$ cat config.mk
export PLATFORM = sky130hd
export DESIGN_NAME = id_ex_stage
export DESIGN_NICKNAME = d
export VERILOG_FILES = /design/src/rtl/id_ex_stage.sv
export SDC_FILE = /design/constraint.sdc
export NUM_CORES = 1
export LEC_CHECK = 0
export BUFFER_PORTS_ARGS = -buffer_cell sky130_fd_sc_hd__buf_2
export CORE_AREA = 2 2 129 131
export DETAILED_ROUTE_END_ITERATION = 7
export DIE_AREA = 0 0 131 133
export GPL_ROUTABILITY_DRIVEN = 0
export PLACE_DENSITY = 0.64
export SLEW_MARGIN = 20
export SYNTH_ARGS = -nofsm -noshare
export SYNTH_HDL_FRONTEND = slang
export SYNTH_SLANG_ARGS = --single-unit
$ cat constraint.sdc
create_clock -name clk -period 4.31 [get_ports clk]
set_input_delay 0.2155 -clock clk [delete_from_list [all_inputs] [get_ports clk]]
set_output_delay 0.2155 -clock clk [all_outputs]
set_load 0.1 [all_outputs]
$ cat src/rtl/id_ex_stage.sv
// id_ex_stage: ID/EX pipeline register for the five-stage MIPS core.
// Carries decoded operands and control into EX, detects load-use hazards
// (stalling IF/ID), forwards MEM/WB results onto the EX operands, and
// honours flush (branch redirect) and ex_hold (multi-cycle EX busy).
//
// Build option: define ID_EX_FWD_EN to enable MEM/WB forwarding. Without it
// the operands are the raw stored values and the stall covers every in-flight
// EX or MEM producer instead (WB is covered by the register file bypass).
module id_ex_stage #(
  parameter int N  = 5,
  parameter int M  = 32,
  parameter int CW = 12
) (
  input  logic          clk,
  input  logic          rst_n,
  input  logic          id_valid,
  input  logic [N-1:0]  id_rs,
  input  logic [N-1:0]  id_rt,
  input  logic [N-1:0]  id_dst,
  input  logic [M-1:0]  id_rd1,
  input  logic [M-1:0]  id_rd2,
  input  logic [M-1:0]  id_imm,
  input  logic [CW-1:0] id_ctrl,
  input  logic          id_regwrite,
  input  logic          id_memread,
  input  logic          flush,
  input  logic          ex_hold,
  input  logic          mem_regwrite,
  input  logic [N-1:0]  mem_dst,
  input  logic [M-1:0]  mem_result,
  input  logic          wb_regwrite,
  input  logic [N-1:0]  wb_dst,
  input  logic [M-1:0]  wb_data,
  output logic          stall,
  output logic          ex_valid,
  output logic          ex_regwrite,
  output logic          ex_memread,
  output logic [N-1:0]  ex_rs,
  output logic [N-1:0]  ex_rt,
  output logic [N-1:0]  ex_dst,
  output logic [M-1:0]  ex_a,
  output logic [M-1:0]  ex_b,
  output logic [M-1:0]  ex_imm,
  output logic [CW-1:0] ex_ctrl
);

  // EX-side pipeline register
  logic          r_valid;
  logic          r_regwrite;
  logic          r_memread;
  logic [N-1:0]  r_rs;
  logic [N-1:0]  r_rt;
  logic [N-1:0]  r_dst;
  logic [M-1:0]  r_a;
  logic [M-1:0]  r_b;
  logic [M-1:0]  r_imm;
  logic [CW-1:0] r_ctrl;

  logic [M-1:0]  w_ex_a;
  logic [M-1:0]  w_ex_b;
  logic          w_ex_hit;
  logic          w_load_use;
  logic          w_hazard;

  // Does the instruction sitting in EX write a register the ID instruction reads?
  assign w_ex_hit   = (r_dst != '0) && ((r_dst == id_rs) || (r_dst == id_rt));
  assign w_load_use = id_valid && r_valid && r_memread && w_ex_hit;

`ifdef ID_EX_FWD_EN
  // Operand A bypass: MEM is younger than WB, so it wins; $0 never forwards.
  always_comb begin
    // NOTE: assign a default first so every path drives the output and no latch is inferred.
    w_ex_a = r_a;
    if (mem_regwrite && (mem_dst == r_rs) && (r_rs != '0)) begin
      w_ex_a = mem_result;
    end else if (wb_regwrite && (wb_dst == r_rs) && (r_rs != '0)) begin
      w_ex_a = wb_data;
    end
  end

  // Operand B bypass, same priority as operand A.
  always_comb begin
    w_ex_b = r_b;
    if (mem_regwrite && (mem_dst == r_rt) && (r_rt != '0)) begin
      w_ex_b = mem_result;
    end else if (wb_regwrite && (wb_dst == r_rt) && (r_rt != '0)) begin
      w_ex_b = wb_data;
    end
  end

  // With forwarding, only a load in EX cannot be bypassed in time.
  assign w_hazard = w_load_use;
`else
  logic w_mem_hit;
  logic w_unused_fwd;

  // Without forwarding the operands come straight from the pipeline register.
  assign w_ex_a = r_a;
  assign w_ex_b = r_b;

  // Any EX or MEM producer of a source register must drain before ID may issue.
  assign w_mem_hit = (mem_dst != '0) && ((mem_dst == id_rs) || (mem_dst == id_rt));
  assign w_hazard  = w_load_use
                   || (id_valid && r_valid && (r_regwrite || r_memread) && w_ex_hit)
                   || (id_valid && mem_regwrite && w_mem_hit);

  // Bypass data inputs have no consumer in this build.
  assign w_unused_fwd = ^{mem_result, wb_regwrite, wb_dst, wb_data};
`endif

  // Stall priority: hold freezes IF/ID, a flush cancels the ID instruction anyway.
  always_comb begin
    stall = 1'b0;
    if (ex_hold) begin
      stall = 1'b1;
    end else if (flush) begin
      stall = 1'b0;
    end else begin
      stall = w_hazard;
    end
  end

  // Pipeline register update: reset > hold > flush > bubble > capture.
  always_ff @(posedge clk or negedge rst_n) begin
    if (!rst_n) begin
      // NOTE: non-blocking assignments for all state so every flop samples pre-edge values.
      r_valid    <= 1'b0;
      r_regwrite <= 1'b0;
      r_memread  <= 1'b0;
      r_rs       <= '0;
      r_rt       <= '0;
      r_dst      <= '0;
      r_a        <= '0;
      r_b        <= '0;
      r_imm      <= '0;
      r_ctrl     <= '0;
    end else if (ex_hold) begin
      // Keep the instruction but latch the bypassed operands so a value
      // leaving WB during the hold is not lost.
      r_a <= w_ex_a;
      r_b <= w_ex_b;
    end else if (flush || w_hazard) begin
      r_valid    <= 1'b0;
      r_regwrite <= 1'b0;
      r_memread  <= 1'b0;
    end else begin
      r_valid    <= id_valid;
      r_regwrite <= id_regwrite;
      r_memread  <= id_memread;
      r_rs       <= id_rs;
      r_rt       <= id_rt;
      r_dst      <= id_dst;
      r_a        <= id_rd1;
      r_b        <= id_rd2;
      r_imm      <= id_imm;
      r_ctrl     <= id_ctrl;
    end
  end

  assign ex_valid    = r_valid;
  assign ex_regwrite = r_regwrite;
  assign ex_memread  = r_memread;
  assign ex_rs       = r_rs;
  assign ex_rt       = r_rt;
  assign ex_dst      = r_dst;
  assign ex_a        = w_ex_a;
  assign ex_b        = w_ex_b;
  assign ex_imm      = r_imm;
  assign ex_ctrl     = r_ctrl;

endmodule

==> run_results.csv <==
group,metric,value,unit
clock_network,cts_buffers,17,
pwr,p_int,0.002692,W
setup_path,end_kind,"flip-flop",
pwr,power_density,685.8,nW/µm²
sta,setup_violations,0,
route,finalWirelength,11.71,mm
synth,synth-main-ff-cell,"dfrtp_1",
synth,yosys.area_share.simple,1.137,%
setup_path,cp-start-kind,"flip-flop",
sta,fmax,403.8,MHz
sta,worstMarginPinSlew,0.8058,ns
global_routing,grt_overflow,0,
clock_network,clockBufferDepth,2,
route,first_iter_violations,107,
pwr,p_sw_share,44.95,%
pwr,seqPwrFrac,29.9,%
route,route.detailed.drc,0,
place,portBuffers,262,
synth,yosysWarnings,0,
place,dpl.hpwl,8.842,mm
sta,worst_hold_slack,0.02830,ns
die,die_x,131,µm
die,core_area,16170,µm²
finish,design_area,7129,µm²
sta,slew_headroom,46.28,%
synth,synth_nets,511,
die,die_area,17420,µm²
pwr,comb_power_share,39.5,%
synth,synth-compound-area-share,1.844,%
synth,synth_cell_type_count,21,
setup_path,path_max_fanout,64,
synth,synth_edf_count,0,
route,vias_per_cell,4.405,
worst_hold_path,hold_path.class,"in -> reg",
clock_network,cts_sinks,126,
die,initial_core_util,30.63,%
pwr,ir_drop,0.3335,mV
job,cap_violations,0,
clock_network,cts-htree-levels,4,
setup_path,critical_path_class,"reg -> reg",
synth,async_reset_ff_share,100.0,%
synth,synthMuxAreaShare,27.96,%
pwr,finalPower,0.004890,W
run_status,status,"finished clean",
clock_network,cts_setup_buffers,0,
sta,final.period_utilization,57.46,%
clock_network,clkTransAtPathRegs,0.06,ns
finish,drive_gt1_share,64.86,%
clock_network,cts_root_buf,"clkbuf_16",
synth,synth_xor_area_share,3.536,%
sta,skew,0.01216,ns
synth,avgSynthCellArea,16.24,µm²
route,wire_per_inst,14.48,µm
place,place_area,6496,µm²
global_routing,grt_usage,13.37,%
synth,synth_fa_ha_area_share,0,%
global_routing,grt_pass1_wl,18.17,mm
synth,syn_area,4954,µm²
synth,ys_seq_area_share,63.65,%
setup_path,crit_arrival,2.76,ns
die,io_pins,333,
pwr,switchingPower,0.002198,W
global_routing,grt_start_max_net_pins,65,
synth,netlist_instances,305,
global_routing,antenna_found_initial,0,
sta,period_minus_slack,2.477,ns
sta,finalHoldViolCount,0,
route,dr.pass1.iters,4,
sta,tns,0,ns
sta,rsz0062_at_grt,"no",
route,drtAntennaViolNets,0,
route,vias,3564,
synth,synth_top_family_by_area,"multiplexers",
synth,synth-seq-cells,126,
pwr,p_leak,3.409,nW
finish,utilization,44.09,%
clock_network,cts_tree,"built",
finish,syn_to_final_growth,43.93,%
finish,nets,783,
finish,antennaDiodeCount,0,
sta,slew_violations,0,
clock_network,insertion_delay,0.41,ns
die,die_y,133,µm
setup_path,required,4.59,ns
global_routing,grt_pass1_vias,3777,
die,rows,47,
pwr,clockPowerShare,30.6,%
-- registers in the layout, summed over array words and instances, names as in the netlist --
register / cells
ex_b: 32
ex_valid: 1
ex_dst: 5
ex_a: 32
ex_regwrite: 1
ex_memread: 1
ex_rs: 5
ex_imm: 32
ex_rt: 5
ex_ctrl: 12
-- worst max-delay path, stage by stage (launching register included) --
cell      delay [ns]
dfrtp_1         0.44
nor3_1          0.30
a21oi_1         0.17
a221oi_4        0.31
buf_4           0.66
mux2_2          0.41
-- timing repair --
item / in CTS / in global routing
gates resized for setup: 0 / 0
hold endpoints to repair: 63 / 0
hold buffers: 1 / 0
-- through the flow --
stage	std cells	setup WS, ns
after floorplan	305	1.087
after global placement	777	1.766
after detailed placement	777	1.694
after CTS	809	1.846
after global routing	809	1.677
final	809	1.833
-- Yosys cell counts (2+ instances only) --
cell,count,share of area [%]
a22o_1,3,0.53
mux2_1,37,8.4
nand2_1,4,0.30
o22ai_1,2,0.25
dfrtp_1,126,64
mux2_2,86,20
nand3_1,4,0.40
xnor2_1,20,3.5
buf_2,8,0.81
buf_6,4,0.91
-- worst paths after layout --
| kind | slack, ns | end | from | depth (start not counted) |
|---|---|---|---|---|
| max | 1.83 | ex_ctrl[8] | ex_dst[0] | 5 |
| min | 0.03 | ex_b[10] | id_rd2[10] | 2 |
| max reg2reg | 1.83 | ex_ctrl[8] | ex_dst[0] | 5 |
| min reg2reg | 0.48 | ex_b[19] | ex_b[19] | 1 |
| max in group asynchronous | 3.05 | ex_ctrl[9] | rst_n | 3 |
| min in group asynchronous | 0.45 | ex_dst[2] | rst_n | 2 |
-- layout make-up --
type | count | area, µm²
fillers | 1505 | 9042
flip-flops and latches | 126 | 3153
multi-input cells | 166 | 1719
repair buffers | 266 | 1359
clock buffers | 21 | 460.4
well taps | 220 | 275.3
clock inverters | 10 | 162.7
-- power groups by stage --
stage / clock, W / combinational [W] / sequential [W]
detailed placement: 0 / 0.00194 / 0.00148
CTS: 0.00154 / 0.00194 / 0.00146
floorplan: 0 / 0.000232 / 0.00283
global route: 0.00160 / 0.00199 / 0.00149
finish: 0.00150 / 0.00193 / 0.00146
global placement: 0 / 0.00193 / 0.00147
-- layout by cell type, fill, tap and decap left out --
| cell | n |
|---|---|
| o211ai_1 | 1 |
| o22ai_1 | 2 |
| clkbuf_1 | 2 |
| or3_1 | 1 |
| nor3_1 | 1 |
| xnor2_1 | 20 |
| or2_2 | 1 |
| a22o_1 | 3 |
| clkinv_2 | 2 |
| dlygate4sd3_1 | 1 |
| a22oi_1 | 1 |
| o311a_1 | 1 |
| clkinvlp_4 | 2 |
| nor2_1 | 1 |
| buf_2 | 261 |
| clkinv_4 | 2 |
| mux2_1 | 37 |
| dfrtp_1 | 126 |
| buf_4 | 3 |
| nand2_1 | 4 |
| a221oi_4 | 1 |
| mux2_2 | 86 |
| nand3_1 | 4 |
| bufinv_16 | 4 |
| clkbuf_8 | 2 |
| a21oi_1 | 1 |
| clkbuf_16 | 17 |
| o21bai_1 | 1 |
| buf_12 | 1 |
-- logic make-up after synthesis --
family / count (synthesis)
flip-flops: 126
AO/OA/AOI/OAI: 11
XOR/XNOR: 20
AND/OR/NAND/NOR: 12
multiplexers: 123
buffers and inverters: 13
-- metal layers --
metal,global-route usage (%),vias up,part of all wire [%]
met4,5.496,0,1.9
met1,14.29,1743,38
met2,23.11,173,51
met3,5.499,21,9.3
met5,0,-,0
li1,-,1627,-
No activity file was read; power rests on OpenSTA's default activity.
